$ cat config.mk
export PLATFORM = sky130hd
export DESIGN_NAME = ixc_assign_pipe
export DESIGN_NICKNAME = d
export VERILOG_FILES = /design/src/rtl/ixc_assign_pkg.sv /design/src/rtl/ixc_assign_stage.sv /design/src/rtl/ixc_assign_pipe.sv
export SDC_FILE = /design/constraint.sdc
export NUM_CORES = 1
export LEC_CHECK = 0
export ABC_CLOCK_PERIOD_IN_PS = 23400
export BUFFER_PORTS_ARGS = -buffer_cell sky130_fd_sc_hd__buf_4
export CAP_MARGIN = 0
export CORE_MARGIN = 2
export CORE_UTILIZATION = 31
export DETAILED_ROUTE_END_ITERATION = 8
export REMOVE_ABC_BUFFERS = 1
export SYNTH_ARGS = -nofsm -noshare
export SYNTH_HDL_FRONTEND = slang
export SYNTH_SLANG_ARGS = --single-unit
$ cat constraint.sdc
create_clock -name clk -period 23.4 [get_ports clk]
set_input_delay 2.34 -clock clk [delete_from_list [all_inputs] [get_ports clk]]
set_output_delay 2.34 -clock clk [all_outputs]
set_load 0.005 [all_outputs]
$ cat src/rtl/ixc_assign_pkg.sv
// Purpose: shared types and sizing helpers for the elastic assign pipe.
// Latency: n/a (package).
// Backpressure: n/a (package).
package ixc_assign_pkg;

   // Deepest retiming chain the block is built and characterised for.
   localparam int MAX_DEPTH = 8;

   // PASS is the combinational cell, PIPE is the registered slice chain.
   typedef enum logic {
      IXC_PASS,
      IXC_PIPE
   } ixc_assign_mode_e;

   // Occupancy counter width: enough bits for 0..depth, never narrower than 1.
   function automatic int cnt_w(input int depth);
      int w;
      w = $clog2(depth + 1);
      return (w < 1) ? 1 : w;
   endfunction

   // Build mode follows directly from the slice count.
   function automatic ixc_assign_mode_e mode_of(input int depth);
      return (depth == 0) ? IXC_PASS : IXC_PIPE;
   endfunction

endpackage

$ cat src/rtl/ixc_assign_stage.sv
// Purpose: one register slice (valid bit + WIDTH data) of the assign pipe.
// Latency: 1 cycle from load to output.
// Backpressure: holds its beat while load is low; load comes from the ready chain.
module ixc_assign_stage
   import ixc_assign_pkg::*;
#(
   parameter int               WIDTH     = 296,
   parameter logic [WIDTH-1:0] RESET_VAL = '0
) (
   input  logic             clk,
   input  logic             rst,
   input  logic             flush,
   input  logic             load,
   input  logic             in_valid,
   input  logic [WIDTH-1:0] in_data,
   output logic             valid,
   output logic [WIDTH-1:0] data
);

   // Valid bit: flush empties the slice; otherwise it takes the upstream
   // valid whenever the slice is allowed to load (empty or being drained).
   always_ff @(posedge clk or posedge rst) begin
      if (rst) begin
         valid <= 1'b0;
      end else if (flush) begin
         valid <= 1'b0;
      end else if (load) begin
         valid <= in_valid;
      end
   end

   // Data register moves only on a real transfer, so held data never wobbles
   // while the slice is stalled or empty.
   always_ff @(posedge clk or posedge rst) begin
      if (rst) begin
         data <= RESET_VAL;
      end else if (load && in_valid && !flush) begin
         data <= in_data;
      end
   end

endmodule

$ cat src/rtl/ixc_assign_pipe.sv
// Purpose: elastic WIDTH-bit R->L assign net retimed through DEPTH slices.
// Latency: DEPTH cycles (0 = combinational pass-through).
// Backpressure: ready ripples combinationally from L_ready to R_ready, no skid.
module ixc_assign_pipe
   import ixc_assign_pkg::*;
#(
   parameter int               WIDTH     = 296,
   parameter int               DEPTH     = 2,
   parameter logic [WIDTH-1:0] RESET_VAL = '0
) (
   input  logic                      clk,
   input  logic                      rst,
   input  logic                      flush,
   input  logic                      R_valid,
   output logic                      R_ready,
   input  logic [WIDTH-1:0]          R,
   output logic                      L_valid,
   input  logic                      L_ready,
   output logic [WIDTH-1:0]          L,
   output logic [cnt_w(DEPTH)-1:0]   occupancy
);

   localparam int               CW   = cnt_w(DEPTH);
   localparam ixc_assign_mode_e MODE = mode_of(DEPTH);

   if (MODE == IXC_PASS) begin : g_pass
      // Bit-exact with the original fixed cell: wires only, flush ignored.
      logic unused_pass;
      assign unused_pass = clk ^ rst ^ flush;
      assign L         = R;
      assign L_valid   = R_valid;
      assign R_ready   = L_ready;
      assign occupancy = '0;
   end else begin : g_pipe
      logic [DEPTH-1:0] v;
      logic [WIDTH-1:0] d    [DEPTH];
      logic [DEPTH-1:0] in_v;
      logic [WIDTH-1:0] in_d [DEPTH];
      logic [DEPTH:0]   rdy;

      // Ready chain: slice k may load when empty or when the slice (or L)
      // downstream takes its beat this cycle; evaluated output side first.
      always_comb begin
         rdy        = '0;
         rdy[DEPTH] = L_ready;
         for (int k = DEPTH - 1; k >= 0; k--) begin
            rdy[k] = !v[k] | rdy[k+1];
         end
      end

      // No upstream acceptance during reset or while the chain is being flushed.
      assign R_ready = rdy[0] & !flush & !rst;

      for (genvar k = 0; k < DEPTH; k++) begin : g_slice
         if (k == 0) begin : g_head
            assign in_v[k] = R_valid & R_ready;
            assign in_d[k] = R;
         end else begin : g_body
            assign in_v[k] = v[k-1];
            assign in_d[k] = d[k-1];
         end

         ixc_assign_stage #(
            .WIDTH     (WIDTH),
            .RESET_VAL (RESET_VAL)
         ) u_stage (
            .clk      (clk),
            .rst      (rst),
            .flush    (flush),
            .load     (rdy[k]),
            .in_valid (in_v[k]),
            .in_data  (in_d[k]),
            .valid    (v[k]),
            .data     (d[k])
         );
      end

      // Output side: stale data is masked so L reads RESET_VAL when idle.
      assign L_valid = v[DEPTH-1];
      assign L       = v[DEPTH-1] ? d[DEPTH-1] : RESET_VAL;

      // Occupancy is the count of full slices.
      always_comb begin
         occupancy = '0;
         for (int k = 0; k < DEPTH; k++) begin
            occupancy = occupancy + CW'(v[k]);
         end
      end
   end

endmodule

==> summary.md <==
| Metric | Value |
|---|---|
| Status | `complete, no violations` |
| Post-Syn Instances | `1591` |
| P_int | `2211 uW` |
| Post-CTS Repair Setup Buffers | `0` |
| Sw Ratio | `0.2383` |
| Die width | `282.6 microns` |
| Area share of fa/ha/maj cells after synthesis | `0.0005201` |
| Residual DRC count | `0` |
| Placed cell count | `3152` |
| Fraction of layout cells with a size suffix above 1 | `0.4813` |
| CTS Buf Count | `68` |
| DRT iter0 DRCs | `507` |
| Sequential share of power | `0.500` |
| Crit path time final | `5.906 ns` |
| Mapped cell area | `24060 sq um` |
| Vias in the first global route | `15662` |
| Synth Area per Inst | `15.12 sq um` |
| Leak | `0.01493 uW` |
| Data arrival time at the worst-slack endpoint | `6.37 ns` |
| All-Layer GR Usage | `0.1444` |
| Synth Register Bits | `594` |
| Overflow after GRT | `0` |
| ANT nets after route | `0` |
| GPL Wtd Cong | `0.7547` |
| Seq/Total Area, Yosys | `0.6179` |
| CP Cell Sequence | `buf_4 > nand2b_2 > o211ai_4 > buf_4 > buf_4 > buf_4 > buf_4 > mux2_1` |
| CTS root buf | `clkbuf_16` |
| Die Height | `282.6 microns` |
| Final Setup Violations | `0` |
| Synth cell types | `19` |
| Util after Layout | `0.4104` |
| Largest family of logic cells by synthesized area | `multiplexers` |
| Area grow syn2layout | `31.49%` |
| Global-route wire length before repair | `90.42 mm` |
| Post-Synth Simple-Gate Area | `0.07802` |
| Initial core utilization | `0.3121` |
| Crit-path slowest cell | `buf_4` |
| Final Net Count | `2484` |
| Max cap viols | `0` |
| Final wirelength | `59.72 mm` |
| RSZ-0062 raised after global routing | `false` |
| Clock slew at reported path FFs | `0.06 ns` |
| Yosys Warn Count | `0` |
| Die area | `79850 sq um` |
| CTS tree | `built` |
| Worst skew pair latency | `0.59 ns` |
| Tcrit/Tclk final | `0.2524` |
| Clk sink count | `594` |
| Complex-gate fraction of the synthesized area | `0.001612` |
| Row count | `102` |
| CP max stage delay | `0.82 ns` |
| Skew final | `0.03038 ns` |
| PortBufs | `600` |
| Largest net degree at the start of global routing | `127` |
| Peak supply drop | `0.06395 mV` |
| Critical Path RT | `23.86 ns` |
| HP Class | `reg2reg` |
| Layout Cells excl Fill | `3267` |
| CP max FO | `61` |
| CP endpoint kind | `flop` |
| Fin. Hold Viols | `0` |
| Bufs and invs on worst path | `5` |
| Delay-heaviest family, CP | `buffers and inverters` |
| Crit start category | `input port` |
| Slew @ Worst Pin | `1.069 ns` |
| Fmax | `169.3 MHz` |
| Net Sw Power | `691.8 uW` |
| # fillers | `7316` |
| Total power | `2903 uW` |
| HPWL Detailed | `40.80 mm` |
| # hold bufs at CTS | `0` |
| Vias | `14466` |
| H-tree depth | `3` |
| Max-slew violations | `0` |
| Vias per cell | `4.428` |
| Boundary pin count | `601` |
| First drt pass iteration count | `4` |
| Core footprint | `77080 sq um` |
| Worst Setup Path Type | `in2reg` |
| Wire per inst | `18.28 microns` |
| Worst hold slack | `0.4834 ns` |
| Max clock buf depth | `3` |
| Combinational power share | `0.139` |
| Clock power frac | `0.361` |
| Worst path most repeated cell | `buf_4` |
| Mux share of post-synthesis cell area | `0.2771` |
| Final total negative setup slack | `0 ns` |
| Slew headroom | `0.2874` |
| PD cells | `91.76 nW/um^2` |
| Antenna violations before repair | `3` |
| XOR/XNOR Fraction of Synth Area | `0` |
| CTS resizes | `0` |
-- state kept, by name, summed over array words and instances (netlist names) --
signal / count
g_pipe.g_slice.u_stage.data: 592
g_pipe.g_slice.u_stage.valid: 2
-- final timing paths --
check	end	from	slack, ns	cells past startpoint
max	g_pipe.g_slice[0].u_stage.data[7]$_DFFE_PP0P_	L_ready	17.49	8
min	g_pipe.g_slice[1].u_stage.data[191]$_DFFE_PP0P_	g_pipe.g_slice[0].u_stage.data[191]$_DFFE_PP0P_	0.48	1
max reg2reg	g_pipe.g_slice[0].u_stage.data[7]$_DFFE_PP0P_	g_pipe.g_slice[1].u_stage.valid$_DFFE_PP0P_	18.73	7
min reg2reg	g_pipe.g_slice[1].u_stage.data[191]$_DFFE_PP0P_	g_pipe.g_slice[0].u_stage.data[191]$_DFFE_PP0P_	0.48	1
max in group asynchronous	g_pipe.g_slice[0].u_stage.data[121]$_DFFE_PP0P_	rst	18.44	5
min in group asynchronous	g_pipe.g_slice[1].u_stage.data[22]$_DFFE_PP0P_	rst	1.92	2
-- worst reg2reg max path, stage by stage, from the launching register on --
cell      delay (ns)
dfrtp_4         0.65
nand2b_2        0.20
o211ai_4        0.20
buf_4           0.61
buf_4           0.83
buf_4           0.74
buf_4           0.85
mux2_1          0.46
-- final cells by class --
cell class | instances | area (sq um) | share of cell area
diodes | 2 | 5.005 | 0.0001582
inverters | 2 | 15.01 | 0.0004746
clock inverters | 17 | 225.2 | 0.007120
well taps | 1040 | 1301 | 0.04114
repair buffers | 619 | 4647 | 0.1469
multi-input cells | 897 | 8602 | 0.2719
flip-flops and latches | 594 | 14870 | 0.4700
clock buffers | 96 | 1969 | 0.06226
-- synthesized netlist by cell type --
cell type | count | share of area
mux2_2 | 347 | 0.16
inv_2 | 1 | 0.00016
a21oi_1 | 1 | 0.00021
mux2_1 | 245 | 0.11
buf_2 | 16 | 0.0033
nand2b_1 | 2 | 0.00052
dfrtp_1 | 594 | 0.62
inv_1 | 1 | 0.00016
buf_6 | 4 | 0.0019
o21ai_0 | 1 | 0.00021
clkbuf_1 | 31 | 0.0048
o21a_1 | 1 | 0.00031
buf_1 | 1 | 0.00016
o211ai_4 | 1 | 0.00088
buf_4 | 46 | 0.014
nor2_1 | 1 | 0.00016
ha_1 | 1 | 0.00052
and2_1 | 296 | 0.077
nand2b_2 | 1 | 0.00036
-- layer usage --
layer	vias up	track usage	wire, microns	share of wire
li1	6571	-	-	-
met1	7410	0.1685	23600	0.40
met2	381	0.2460	29730	0.50
met3	102	0.04848	4545	0.076
met4	2	0.05318	1830	0.031
met5	-	0	13	0.00022
-- kinds of logic (layout without fill, tap and decap cells) --
group,Yosys count,after routing
DFF,594,594
muxes,592,592
and+or+nand+nor,300,300
buffers and inverters,100,734
AOI/OAI and AO/OA,4,4
adders and majority gates,1,1
other,0,2
-- power groups by stage --
stage          logic [uW]  registers (uW)  clock network, uW
2_1_floorplan         298            1420                  0
3_3_place_gp          391            1450                  0
6_report              405            1450               1050
5_1_grt               447            1490               1130
3_5_place_dp          413            1470                  0
4_1_cts               415            1450               1090
-- metrics by stage --
step / worst slack [ns] / instance area (sq um)
finish: 17.49 / 31630
global route: 17.24 / 31630
CTS: 17.44 / 31630
detailed placement: 16.79 / 29430
global placement: 16.86 / 29430
floorplan: 4.435 / 23470
-- cells in the final DEF (no fill, tap or decap) --
cell / netlist / final
buf_4: 46 / 619
dfrtp_1: 594 / 593
mux2_2: 347 / 347
and2_1: 296 / 296
mux2_1: 245 / 245
clkbuf_16: 0 / 70
clkbuf_1: 31 / 14
clkbuf_8: 0 / 12
clkinv_2: 0 / 8
bufinv_16: 0 / 4
clkinv_8: 0 / 3
diode_2: 0 / 2
nand2b_1: 2 / 1
nand2b_2: 1 / 1
nand2b_4: 0 / 1
inv_2: 1 / 1
nor2_1: 1 / 1
o211ai_4: 1 / 1
o21a_1: 1 / 1
inv_8: 0 / 1
o21ai_0: 1 / 1
a21oi_1: 1 / 1
ha_1: 1 / 1
inv_6: 0 / 1
clkinvlp_4: 0 / 1
dfrtp_4: 0 / 1
Note: power is estimated with default switching activity, not from simulation.
